===== src/rtl/mem_stage.sv =====
// mem_stage: RV32I memory-access stage driving a single-outstanding req/ack data port.
// Optional `MEM_MISALIGN_TRAP_EN traps misaligned half/word accesses instead of force-aligning them.
module mem_stage #(
  parameter int ACK_TIMEOUT = 16
) (
  input  logic        clk,
  input  logic        rst_n,
  input  logic        ex_valid,
  output logic        ex_ready,
  input  logic [31:0] ex_result,
  input  logic [31:0] ex_store_data,
  input  logic [2:0]  ex_funct3,
  input  logic        ex_is_load,
  input  logic        ex_is_store,
  input  logic [4:0]  ex_rd,
  input  logic        ex_reg_write,
  output logic        dmem_req,
  output logic        dmem_we,
  output logic [31:0] dmem_addr,
  output logic [3:0]  dmem_be,
  output logic [31:0] dmem_wdata,
  input  logic        dmem_ack,
  input  logic [31:0] dmem_rdata,
  output logic        wb_valid,
  output logic [4:0]  wb_rd,
  output logic        wb_we,
  output logic [31:0] wb_data,
  output logic        exc_valid,
  output logic [1:0]  exc_cause
);
  typedef enum logic [1:0] {IDLE, REQ, RESP} state_t;
  state_t state, state_nx;
  logic [7:0] cnt;
  logic accept, is_mem, f3_ok, mis, fault, timeout, done;
  logic [1:0] off, off_q, cause_q;
  logic [3:0] be;
  logic [31:0] wdata, lane, ld_data;
  logic [2:0] f3_q;
  logic ld_q, rw_q, fault_q;
  assign ex_ready = state == IDLE;
  assign accept = ex_valid && ex_ready;
  assign is_mem = ex_is_load || ex_is_store;
  assign f3_ok = ex_is_load ? (ex_funct3 != 3'b011 && ex_funct3[2:1] != 2'b11)
                            : (!ex_funct3[2] && ex_funct3[1:0] != 2'b11);
`ifdef MEM_MISALIGN_TRAP_EN
  assign mis = (ex_funct3[1:0] == 2'b01 && ex_result[0]) ||
               (ex_funct3[1:0] == 2'b10 && ex_result[1:0] != 2'b00);
`else
  assign mis = 1'b0;
`endif
  assign fault = !f3_ok || mis;
  // Byte offset after natural alignment; only differs from addr[1:0] when alignment is forced
  assign off = ex_funct3[1:0] == 2'b00 ? ex_result[1:0] :
               ex_funct3[1:0] == 2'b01 ? {ex_result[1], 1'b0} : 2'b00;
  assign be = ex_funct3[1:0] == 2'b00 ? 4'b0001 << off :
              ex_funct3[1:0] == 2'b01 ? (off[1] ? 4'b1100 : 4'b0011) : 4'b1111;
  assign wdata = ex_funct3[1:0] == 2'b00 ? {4{ex_store_data[7:0]}} :
                 ex_funct3[1:0] == 2'b01 ? {2{ex_store_data[15:0]}} : ex_store_data;
  assign lane = dmem_rdata >> {off_q, 3'b000};
  assign ld_data = f3_q[1:0] == 2'b00 ? {{24{!f3_q[2] && lane[7]}}, lane[7:0]} :
                   f3_q[1:0] == 2'b01 ? {{16{!f3_q[2] && lane[15]}}, lane[15:0]} : lane;
  // Faulting ops pass one cycle through REQ with no request so they retire on the load timeline
  assign timeout = !fault_q && !dmem_ack && cnt == 8'(ACK_TIMEOUT - 1);
  assign done = fault_q || dmem_ack || timeout;
  always_ff @(posedge clk or negedge rst_n)
    if (!rst_n) state <= IDLE;
    else state <= state_nx;
  always_comb begin
    state_nx = state;
    unique case (state)
      IDLE: if (accept && is_mem) state_nx = REQ;
      REQ: if (done) state_nx = RESP;
      default: state_nx = IDLE;
    endcase
  end
  always_ff @(posedge clk or negedge rst_n)
    if (!rst_n) begin
      dmem_req <= 1'b0;
      dmem_we <= 1'b0;
      dmem_addr <= '0;
      dmem_be <= '0;
      dmem_wdata <= '0;
      wb_valid <= 1'b0;
      wb_rd <= '0;
      wb_we <= 1'b0;
      wb_data <= '0;
      exc_valid <= 1'b0;
      exc_cause <= '0;
      cnt <= '0;
      off_q <= '0;
      f3_q <= '0;
      ld_q <= 1'b0;
      rw_q <= 1'b0;
      fault_q <= 1'b0;
      cause_q <= '0;
    end else begin
      wb_valid <= 1'b0;
      exc_valid <= 1'b0;
      if (accept && !is_mem) begin
        wb_valid <= 1'b1;
        wb_rd <= ex_rd;
        wb_we <= ex_reg_write;
        wb_data <= ex_result;
      end
      if (accept && is_mem) begin
        dmem_req <= !fault;
        dmem_we <= ex_is_store && !fault;
        dmem_addr <= {ex_result[31:2], 2'b00};
        dmem_be <= be;
        dmem_wdata <= wdata;
        off_q <= off;
        f3_q <= ex_funct3;
        ld_q <= ex_is_load;
        rw_q <= ex_reg_write;
        wb_rd <= ex_rd;
        fault_q <= fault;
        cause_q <= f3_ok ? 2'd0 : 2'd1;
        cnt <= '0;
      end
      if (state == REQ) begin
        cnt <= cnt + 8'd1;
        if (done) begin
          dmem_req <= 1'b0;
          dmem_we <= 1'b0;
          wb_valid <= 1'b1;
          exc_valid <= fault_q || timeout;
          wb_we <= ld_q && rw_q && !fault_q && !timeout;
          wb_data <= (ld_q && !fault_q && !timeout) ? ld_data : 32'd0;
          if (fault_q || timeout) exc_cause <= fault_q ? cause_q : 2'd2;
        end
      end
    end
endmodule


===== config.mk =====
export PLATFORM = sky130hd
export DESIGN_NAME = mem_stage
export DESIGN_NICKNAME = d
export VERILOG_FILES = /design/src/rtl/mem_stage.sv
export SDC_FILE = /design/constraint.sdc
export NUM_CORES = 1
export LEC_CHECK = 0
export BUFFER_PORTS_ARGS = -buffer_cell sky130_fd_sc_hd__buf_2
export CORE_AREA = 2 2 142 116
export CTS_CLUSTER_SIZE = 25
export DETAILED_ROUTE_END_ITERATION = 10
export DIE_AREA = 0 0 144 118
export PLACE_DENSITY = 0.63
export RECOVER_POWER = 25
export SYNTH_ARGS = -nofsm -noshare
export SYNTH_HDL_FRONTEND = slang
export SYNTH_SLANG_ARGS = --single-unit

===== constraint.sdc =====
create_clock -name clk -period 1.9 [get_ports clk]
set_input_delay 0.285 -clock clk [delete_from_list [all_inputs] [get_ports clk]]
set_output_delay 0.285 -clock clk [all_outputs]
set_load 0.01 [all_outputs]

======== Word-level counts from Yosys, hierarchy flattened ========
Cells that the tools add are included.
operators by class
  add/subtract/negate cells ............... 1
  equality and inequality tests ........... 9
  shift operators ......................... 2
  multiplexer cells ....................... 37
  reduce and logical (&&, ||, !) cells .... 33
operators with widths
  operator             count
  $mux 32              8
  $shr 32x5->32        1
  $mux 1               16
  $mux 8               2
  $logic_and 1x1->1    15
  $mux 4               3
  $mux 2               5
  $mux 5               2
  $add 8x1->8 const B  1
  $eq 8x4->1 const B   1
  $logic_not 1->1      7
  $eq 2x1->1 const B   3
  $logic_not 2->1      3
  $ne 2x2->1 const B   3
  $logic_or 1x1->1     4
  $pmux 2 s2           1
  $reduce_bool 2->1    2
  $shl 1x2->4 const A  1
  $ne 3x2->1 const B   1
  $reduce_and 3->1     1
  $ne 2x1->1 const B   1
  $reduce_and 2->1     1
storage, ports and cells
  register bits after elaboration ......... 130
  input port bits ......................... 111
  output and inout bits ................... 113
  word-level logic and storage cells ...... 101

======== Longest topological paths before layout ========
  depth after elaboration ................. 8
  depth in mapped cells ................... 7
  depth with buffers taken out ............ 5

======== Worst setup path after synthesis ========
OpenSTA, ideal clock, no wires.
  kind .................................... register to register
  start point ............................. register cnt[5]
  end point ............................... register wb_data[7]
  library setup time ...................... 0.134 ns
  arrival ................................. 1.488 ns
  data required time ...................... 1.766 ns
  setup slack ............................. 0.278 ns
  stages on the path, launching flop included .. 7
  buffers on the path ..................... 2
  clock period less this slack ............ 1.622 ns
  cells stage by stage .................... dfrtp_1 or4_4 nor2_2 o31a_1 buf_6 buf_6 o22ai_1
between the ends
  longest elaborated chain between the ends .. 7
  elaborated cells on any way between the ends .. 8
  classes of those cells .................. eq/ne (1); mux (3); reduce/logical (4)
ends and longest elaborated chain
  what                    RTL line  source
  start, declared         33        logic [7:0] cnt;
  start signal, assigned  121       cnt <= cnt + 8'd1;
  $eq 8x4->1 *            63        assign timeout = !fault_q && !dmem_ack && cnt == 8'(ACK_TIMEOUT - 1);
  $logic_and 1x1->1 *     63
  $logic_not 1->1         128       wb_data <= (ld_q && !fault_q && !timeout) ? ld_data : 32'd0;
  $logic_and 1x1->1       128
  $mux 32                 128
  $mux 32 *               122       if (done) begin
  $mux 32 *               120       if (state == REQ) begin
  end signal, assigned    103       wb_data <= ex_result;
  end signal, assigned    128
  end, declared           27        output logic [31:0] wb_data,
Every way passes the cells marked *; elsewhere a longest branch is shown, timed or not.
A chain may end at the register's enable or synchronous reset.

======== Worst setup path in the final report ========
  start point ............................. register cnt[5]
  end point ............................... register wb_data[8]
Same word-level chain as after synthesis.

==> impl_metrics.ini <==
[cts]
cts_resized = 0
cts.sinks = 128
cts_buffer_depth = 2
cts_tree = yes
path_clk_slew_ns = 0.06
cts_inserted_buffers = 17
cts-htree-levels = 4
clock_latency_ns = 0.42
cts-root-buf = clkbuf_16

[pwr]
ir_worst_vdd_v = 0.000629
power_leakage_nw = 4.34
power_density_mw_per_mm2 = 1540
p_int_mw = 7.85
clockPowerShare_pct = 24.9
p_sw_share_pct = 37.6
pwr-share-comb_pct = 38.3
p_total_mw = 12.6
p_seq_share_pct = 36.8
p_switching_mw = 4.73

[detailed_routing]
post-route-drc-count = 0
wirelength_met1_um = 8690
dr_wl_met3_um = 1040
viasPerCell = 4.97
dr.pass1.iters = 4
dr_wl_met2_um = 7980
drt-initial-drc-count = 299
topRoutingLayerUsed = met4
wl_per_cell_um = 16.6
finalWirelength_um = 18000
drtAntennaViolNets = 0
dr_total_vias = 5393

[layout]
num_antenna_cells = 0
fillCellCount = 1458
areaGrowthSynthToFinish_pct = 33.0
drive_gt1_share_pct = 35.0
fin_nets = 970

[global_routing]
track_usage_pct = 21.8
grt_pass1_wl_um = 28600
grt-ovfl-total = 0
antenna_found_initial = 0
grt_pass1_vias = 5206
grt_max_degree = 48

[place]
io_buffers = 221
hpwlAfterDp_um = 13400
place_congestion = 0.866

[worst_setup_path]
worstPathRequired_ns = 2.17
startpoint_type = register
r2r-start = cnt[5]
reg2reg_depth = 5
critPathCaptureType = register
critPathLaunch = cnt[5]
cp_max_fo = 33
path_class = reg -> reg
cp.arrival_ns = 2.09

[status]
status = finished, final reports clean

[yosys]
ys.warnings.count = 0
synth_area_mm2 = 0.00615
yosysMostFrequentCell = nand2_1
synthArstFlopShare_pct = 100
ys_top_cells_by_area = dfrtp_1, mux2i_1, nand2_1
ys_seq_area_share_pct = 52.1
synth-edff-count = 0
ys_dominant_reg_cell = dfrtp_1
synth_top_cell_by_area = dfrtp_1
synth-seq-cells = 128
avgSynthCellArea_um2 = 9.69
yosys.cell_types.count = 48
syn_inst = 635
synth_top_area_share_pct = 52.1
yosys-top-cells-count = nand2_1, dfrtp_1, mux2i_1, o21ai_0, nor2_1

[sta]
max_slew.worst_pin.slew_ns = 1.30
drv_slew = 0
setup_violations = 0
hold_viol = 0
max_freq_ghz = 0.550
whs_ns = 0.0734
tns_ns = 0
rsz0062_at_grt = false
slew_headroom_pct = 13.3
fin_crit_ns = 1.82
finalCritPeriodShare_pct = 95.7
clock_skew_ns = 0.0103

[min_path]
min-delay-start = ex_reg_write
hold_path.class = in -> reg
hold_path_depth = 3

[die]
die_y_um = 118
fp.dieArea_mm2 = 0.0170
design.core.area_mm2 = 0.0155
fp.dieW_um = 144
fp-row-count = 41
io_pins = 224
start_util_pct = 39.6

[flow_run]
drv_cap = 0
-- logic make-up (layout without fill, tap and decap cells) --
group	after synthesis	in the layout	share of synthesized area [%]
AO/OA/AOI/OAI	123	123	12.3
adder cells (fa/ha/maj)	1	1	0.203
AND/OR/NAND/NOR	243	243	16.6
flip-flops	128	128	52.1
buffers and inverters	50	285	4.07
other	1	2	0.0609
multiplexers	89	89	14.8
-- path summary, 6_finish.rpt --
path,end,slack (ns)
max in group asynchronous,dmem_addr[13],0.33
min reg2reg,dmem_addr[27],0.47
max,wb_data[8],0.08
min in group asynchronous,dmem_wdata[16],0.70
max reg2reg,wb_data[8],0.08
min,rw_q,0.07
-- metrics by stage --
| stage | setup WS (ns) | instances | util, % | cell area (um2) |
|---|---|---|---|---|
| 2_1_floorplan | 0.278 | 636 | - | 6160 |
| 3_3_place_gp | 0.198 | 1053 | 48.9 | 7610 |
| 3_5_place_dp | 0.124 | 1053 | 48.9 | 7610 |
| 4_1_cts | 0.0883 | 1086 | 52.7 | 8190 |
| 5_1_grt | 0.0136 | 1086 | 52.7 | 8190 |
| 6_report | 0.0808 | 1086 | 52.7 | 8190 |
-- per-layer routing --
metal	GRT usage, %	vias to the layer above
li1	-	2645
met1	32.6	2578
met2	31.3	151
met3	5.49	19
met4	6.25	0
met5	0	-
-- timing repair --
action                    4_1_cts  5_1_grt
buffers inserted                0        0
hold buffers                    1        0
hold endpoints to repair       45        0
-- critical path, stage by stage (launching register included) --
cell and delay [ns]:
dfrtp_1 0.42, or4_4 0.55, nor2_2 0.14, o31a_1 0.22, buf_12 0.21, o22ai_1 0.11
-- cell usage in the layout, fill, tap and decap left out, types with 6 or more instances in the layout --
cell	n
clkinvlp_4	6
buf_4	21
a21oi_1	14
buf_12	7
o22ai_1	21
o21ai_0	48
a211oi_1	7
buf_2	220
nand4_1	7
mux2_2	15
nor2_1	30
dfrtp_1	128
nand2_1	174
clkbuf_16	17
o211ai_1	7
mux2i_1	74
o2bb2ai_1	6
-- power groups by stage --
| stage | sequential [mW] | clock, mW | combinational (mW) |
|---|---|---|---|
| 2_1_floorplan | 5.14 | 0 | 2.20 |
| 3_3_place_gp | 4.64 | 0 | 4.79 |
| 3_5_place_dp | 4.64 | 0 | 4.86 |
| 4_1_cts | 4.63 | 3.21 | 4.86 |
| 5_1_grt | 4.80 | 3.34 | 5.32 |
| 6_report | 4.62 | 3.14 | 4.82 |
-- area by class of cell --
type / count / area (um2) / share of cell area [%]
timing repair buffer: 250 / 1410 / 17.3
inverter: 3 / 11.3 / 0.138
multi-input combinational: 458 / 2710 / 33.1
clock inverter: 14 / 136 / 1.67
tap: 215 / 269 / 3.29
sequential: 128 / 3200 / 39.1
clock buffer: 18 / 439 / 5.37
-- state kept, by name, summed over array words and instances (netlist names), 2 cells and up --
register and cells:
cnt 8, dmem_addr 30, dmem_be 4, dmem_wdata 32, exc_cause 2, f3_q 3, off_q 2, state 2
wb_data 32, wb_rd 5
Power figures use the tool's default switching activity.
